$ cat src/rtl/seq_and_checker_pkg.sv
// Shared types and helpers for the seq_and_checker sequence monitor.
// Holds the combine-mode constants and the channel/top state encodings.
package seq_chk_pkg;

    localparam int MODE_AND = 0;
    localparam int MODE_OR  = 1;

    typedef enum logic [1:0] {
        CH_WAIT,
        CH_RUN,
        CH_MATCH,
        CH_FAIL
    } chan_state_e;

    typedef enum logic {
        ST_IDLE,
        ST_CHECK
    } top_state_e;

    // Counter width able to hold values 0..n-1, never narrower than one bit.
    function automatic int cnt_w(input int n);
        return (n <= 2) ? 1 : $clog2(n);
    endfunction

endpackage

$ cat src/rtl/seq_and_checker_chan_tracker.sv
// One channel of the checker: waits up to MAX_WAIT low samples, then needs REP
// consecutive high samples. state_adv is the result of sampling ch_bit this cycle.
//
//   state    | meaning
//   CH_WAIT  | run not started, counting low samples in wait_cnt
//   CH_RUN   | run in progress, run_cnt high samples seen so far
//   CH_MATCH | REP consecutive highs seen (terminal until clr)
//   CH_FAIL  | wait budget exhausted or run broken (terminal until clr)
module seq_chan_tracker
    import seq_chk_pkg::*;
#(
    parameter int REP      = 2,
    parameter int MAX_WAIT = 0
) (
    input  logic        clk,
    input  logic        rst_n,
    input  logic        clr,
    input  logic        en,
    input  logic        ch_bit,
    output chan_state_e state,
    output chan_state_e state_adv
);

    localparam int WW = cnt_w(MAX_WAIT + 1);
    localparam int RW = cnt_w(REP + 1);
    localparam logic [WW-1:0] WAIT_TC = WW'(MAX_WAIT);
    localparam logic [RW-1:0] RUN_TC  = RW'(REP);

    logic [WW-1:0] wait_cnt, wait_adv;
    logic [RW-1:0] run_cnt, run_adv;

    always_comb begin
        state_adv = state;
        wait_adv  = wait_cnt;
        run_adv   = run_cnt;
        case (state)
            CH_WAIT: begin
                if (ch_bit) begin
                    run_adv   = RW'(1);
                    state_adv = (REP == 1) ? CH_MATCH : CH_RUN;
                end else if (wait_cnt == WAIT_TC) begin
                    state_adv = CH_FAIL;
                end else begin
                    wait_adv = wait_cnt + WW'(1);
                end
            end
            CH_RUN: begin
                if (ch_bit) begin
                    run_adv = run_cnt + RW'(1);
                    if (run_adv == RUN_TC) begin
                        state_adv = CH_MATCH;
                    end
                end else begin
                    // No retry after a broken run: first attempt decides.
                    state_adv = CH_FAIL;
                end
            end
            default: begin
                state_adv = state;
            end
        endcase
    end

    always_ff @(posedge clk) begin
        if (!rst_n || clr) begin
            state    <= CH_WAIT;
            wait_cnt <= '0;
            run_cnt  <= '0;
        end else if (en) begin
            state    <= state_adv;
            wait_cnt <= wait_adv;
            run_cnt  <= run_adv;
        end
    end

endmodule

$ cat config.mk
export PLATFORM = sky130hd
export DESIGN_NAME = seq_chan_tracker
export DESIGN_NICKNAME = d
export VERILOG_FILES = /design/src/rtl/seq_and_checker_pkg.sv /design/src/rtl/seq_and_checker_chan_tracker.sv
export SDC_FILE = /design/constraint.sdc
export NUM_CORES = 1
export LEC_CHECK = 0
export BUFFER_PORTS_ARGS = -buffer_cell sky130_fd_sc_hd__buf_2
export CELL_PAD_IN_SITES_DETAIL_PLACEMENT = 0
export CELL_PAD_IN_SITES_GLOBAL_PLACEMENT = 1
export CORE_AREA = 10 10 47 49
export CTS_CLUSTER_DIAMETER = 80
export DETAILED_ROUTE_END_ITERATION = 16
export DIE_AREA = 0 0 57 59
export GPL_TIMING_DRIVEN = 0
export PLACE_DENSITY = 0.54
export SYNTH_ARGS = -nofsm -noshare
export SYNTH_HDL_FRONTEND = slang
export SYNTH_SLANG_ARGS = --single-unit
export TNS_END_PERCENT = 50
$ cat constraint.sdc
create_clock -name clk -period 1.7 [get_ports clk]
set_input_delay 0.17 -clock clk [delete_from_list [all_inputs] [get_ports clk]]
set_output_delay 0.17 -clock clk [all_outputs]
set_load 0.01 [all_outputs]
# Yosys cells after proc, flatten, opt, wreduce, memory -nomap -nowiden
# Index checks and enable logic that the tools add are counted.
[totals]
wordCells = 25
reg_bits = 5
inputBits = 5
output_inout_bits = 4
[classes]
n_bitwise = 1
n_reduce_logical = 6
muxes = 9
n_eq_ne = 4
n_addsub = 2
[op_table]
columns = ["op", "n"]
rows = [
  ["$mux 2", 6],
  ["$pmux 2 s2", 2],
  ["$ne 2x2->1 const B", 2],
  ["$reduce_and 4->1", 1],
  ["$reduce_and 3->1", 1],
  ["$add 2x1->2 const B", 1],
  ["$eq 2x1->1 const B", 1],
  ["$eq 2x2->1 const B", 1],
  ["$logic_not 2->1", 1],
  ["$reduce_bool 2->1", 1],
  ["$add 1x1->1 const B", 1],
  ["$logic_not 1->1", 1],
  ["$logic_or 1x1->1", 1],
  ["$mux 1", 1],
  ["$not 1->1", 1],
]

# Logic depth before layout (Yosys ltp)
[logic_depth]
ltp_word = 5
ltp_mapped = 5
mapped_depth_nobuf = 5

# Worst setup path after synthesis
# No wires, ideal clock.
[synth_path]
path_type = "reg-to-reg"
from = "reg run_cnt[1]"
to = "reg run_cnt[1]"
stages_incl_launch_ff = 5
required_time_ps = 1630
n_path_buf = 0
arrival_ps = 1067
setup_ps = 70
period_less_slack_ps = 1137
setup_slack_ps = 563
cell_sequence = "dfxtp_1 inv_1 ha_1 or3b_1 a21oi_1"
[synth_between]
elab_chain_len = 3
[synth_rtl]
columns = ["element", "line_no", "source"]
rows = [
  ["from (decl)", "seq_and_checker_chan_tracker.sv:30", "logic [RW-1:0] run_cnt, run_adv;"],
  ["from (signal assigned)", "seq_and_checker_chan_tracker.sv:72", "run_cnt <= run_adv;"],
  ["$add 2x1->2", "seq_and_checker_chan_tracker.sv:49", "run_adv = run_cnt + RW'(1);"],
  ["$mux 2", "seq_and_checker_chan_tracker.sv:48", "if (ch_bit) begin"],
  ["$pmux 2 s2", "seq_and_checker_chan_tracker.sv:36", "case (state)"],
]
# No other way between the ends. The select of a mux whose other input is x is not followed.
# A chain may end at the register's enable or synchronous reset.

# Worst setup path after layout
[layout_path]
from = "reg state[1]"
to = "out state_adv[0]"
[layout_between]
elab_chain_len = 2
elab_cells_between_ends = 3
classes_between = "1 x eq/ne; 1 x mux; 1 x reduce/logical"
[layout_rtl]
columns = ["element", "line_no", "source"]
rows = [
  ["from (decl)", "seq_and_checker_chan_tracker.sv:20", "output chan_state_e state,"],
  ["from (signal assigned)", "seq_and_checker_chan_tracker.sv:70", "state <= state_adv;"],
  ["$eq 2x1->1 / $logic_not 2->1 (equally long branches)", "seq_and_checker_chan_tracker.sv:36", ""],
  ["$pmux 2 s2 *", "seq_and_checker_chan_tracker.sv:36", ""],
  ["to (decl)", "seq_and_checker_chan_tracker.sv:21", "output chan_state_e state_adv"],
]
# Every way passes the cells marked *; elsewhere a longest branch is shown, timed or not.

==> metrics.txt <==
PortBufs=8; I/O pin total=9; DIE HEIGHT=59 um; sequential standard cell area=80.1 sq um; #FFs+latches synth=4; fillcell total=163; vias=202; initial antenna violation count=0; DRT Pass-1 Iters=1; via/cell ratio=3.96; WP data required=1.53 ns; min-delay src=rst_n; CTS tree=built; status=finished clean; Detail Route Antenna Nets=0; Post-Layout Inst Area=297 sq um; Worst-path clk slew=0.04 ns; Mean Syn Cell Area=8.91 sq um; Non-Filler Instances=51; Max-slew headroom=0.867; post_cts resized=0; Synth Warn #=0; Final GP Congestion=0.636; Syn Inst Count=24; post-CTS setup buffer count=0; die area=3360 sq um; Post-CTS Hold Buffers=0; worst IR drop on VDD=0.000344 V; pwr dens=857 nW/um^2; via count of the first global-routing pass=205; clock root cell=clkbuf_4; nets@finish=43; DRT Wirelength=515 um; Reg2Reg Depth=4; max_cap viols=0; placed cell area=274 sq um; reg-to-reg slack, setup=0.52 ns; post-route minimum period=1.35 ns; CP Capture Type=primary output; share of cells above drive strength 1=0.343; CP arrival=1.18 ns; worst r2r src=run_cnt[1]; final setup violation count=0; WHS Endpoint=run_cnt[0]; Setup Skew=0.00327 ns; Area Growth Syn to Fin=38.6%; post-layout util=0.212; worst slew pin tran=0.199 ns; hold slack final=0.247 ns; Synth cell types=15; worst setup path category=reg2out; area of the core=1400 sq um; first-pass GRT wire length=876 um; Placed Cells=48; largest net degree at the start of global routing=8; setup TNS=0 ns; ANT cells=0; Max clock buf depth=2; area occupied by multi-input gates=130 sq um; H-tree levels=1; number of DRC markers in iteration 0=0; RSZ-0062 raised after global routing=false; grt total ovfl=0; number of cell rows=14; Hold Path Class=in2reg; hold path depth=3; Final period util=0.793; total CTS buffers=3; crit path max fanout=6; leakage=0.135 nW; Seq/Total Area, Yosys=0.374; final count of hold timing violations=0; Post-Synthesis Cell Area=214 sq um; later-pin clock latency in the skew report=0.24 ns; starting density of the core=0.153; Worst R2R End=run_cnt[1]; CTS sink cnt=4; DRC viols=0; CP Launch Type=flip-flop; Slew Limit Fails=0; post-DP HPWL=412 um; wire per inst=10.1 um; width of the die=57 um; GRT Overall Usage=0.0354; Max Freq=0.742 GHz; syn_nets=30
-- layout make-up --
cell class,count,share of cell area
Clock buffer,3,0.0759
Inverter,1,0.0127
Tap cell,16,0.0675
Timing Repair Buffer,8,0.135
Multi-Input combinational cell,19,0.439
Sequential cell,4,0.270
-- power by group --
part	internal, mW	switching (mW)	leakage (nW)
combinational	0.0156	0.0154	0.0891
sequential	0.0973	0.00346	0.0326
clock	0.0792	0.0431	0.0138
total	0.192	0.0620	0.135
-- synthesized netlist by cell type --
| master | number | area share |
|---|---|---|
| dfxtp_1 | 4 | 0.37 |
| nand2_1 | 4 | 0.070 |
| nor2_1 | 3 | 0.053 |
| and2b_1 | 2 | 0.070 |
| a211oi_1 | 1 | 0.035 |
| a21oi_1 | 1 | 0.023 |
| a31oi_1 | 1 | 0.029 |
| ha_1 | 1 | 0.058 |
| inv_1 | 1 | 0.018 |
| mux2i_1 | 1 | 0.047 |
| nand2b_1 | 1 | 0.029 |
| nand3b_4 | 1 | 0.094 |
| nor2b_1 | 1 | 0.029 |
| o22ai_1 | 1 | 0.029 |
| or3b_1 | 1 | 0.041 |
-- worst max path at each step --
stage / depth (start not counted) / from / to / slack, ns
2_1_floorplan: 4 / run_cnt[1] / run_cnt[1] / 0.56
3_3_place_gp: 4 / run_cnt[1] / run_cnt[1] / 0.53
3_5_place_dp: 4 / run_cnt[1] / run_cnt[1] / 0.52
4_1_cts: 3 / state[1] / state_adv[0] / 0.33
5_1_grt: 3 / state[1] / state_adv[0] / 0.28
6_report: 3 / state[1] / state_adv[0] / 0.35
-- per-stage QoR --
step | power, mW | setup slack, ns
6_report | 0.254 | 0.352
2_1_floorplan | 0.120 | 0.563
3_5_place_dp | 0.134 | 0.519
5_1_grt | 0.274 | 0.283
3_3_place_gp | 0.134 | 0.530
4_1_cts | 0.262 | 0.333
-- critical path, stage by stage, from the launching register on --
cell	delay, ns
dfxtp_1	0.38
and2b_1	0.23
a31oi_1	0.17
buf_2	0.16
-- logic make-up after synthesis --
| family | share of synthesized area |
|---|---|
| mux | 0.0468 |
| simple gates | 0.386 |
| fa+ha+maj | 0.0585 |
| flops | 0.374 |
| buf+inv | 0.0175 |
| compound gates | 0.117 |
-- registers in the layout, summed over array words and instances, names as in the netlist --
name and count:
run_cnt 2, state 2
-- cells in the final DEF (no fill, tap or decap) --
master,netlist,layout
or3b_1,1,1
nor2_1,3,3
dfxtp_1,4,4
nand2b_1,1,1
buf_2,0,8
a21oi_1,1,1
inv_1,1,1
clkbuf_4,0,3
a211oi_1,1,1
mux2i_1,1,1
ha_1,1,1
o22ai_1,1,1
and2b_1,2,2
nand2_1,4,4
a31oi_1,1,1
nor2b_1,1,1
nand3b_4,1,1
-- routing by layer --
| layer | routed length [um] | GRT usage | vias to the layer above |
|---|---|---|---|
| met5 | 0 | 0 | - |
| met4 | 17 | 0.0302 | 0 |
| met3 | 83 | 0.0408 | 5 |
| met2 | 143 | 0.0326 | 12 |
| met1 | 272 | 0.0392 | 78 |
| li1 | - | - | 107 |
No activity file was read; power rests on OpenSTA's default activity.
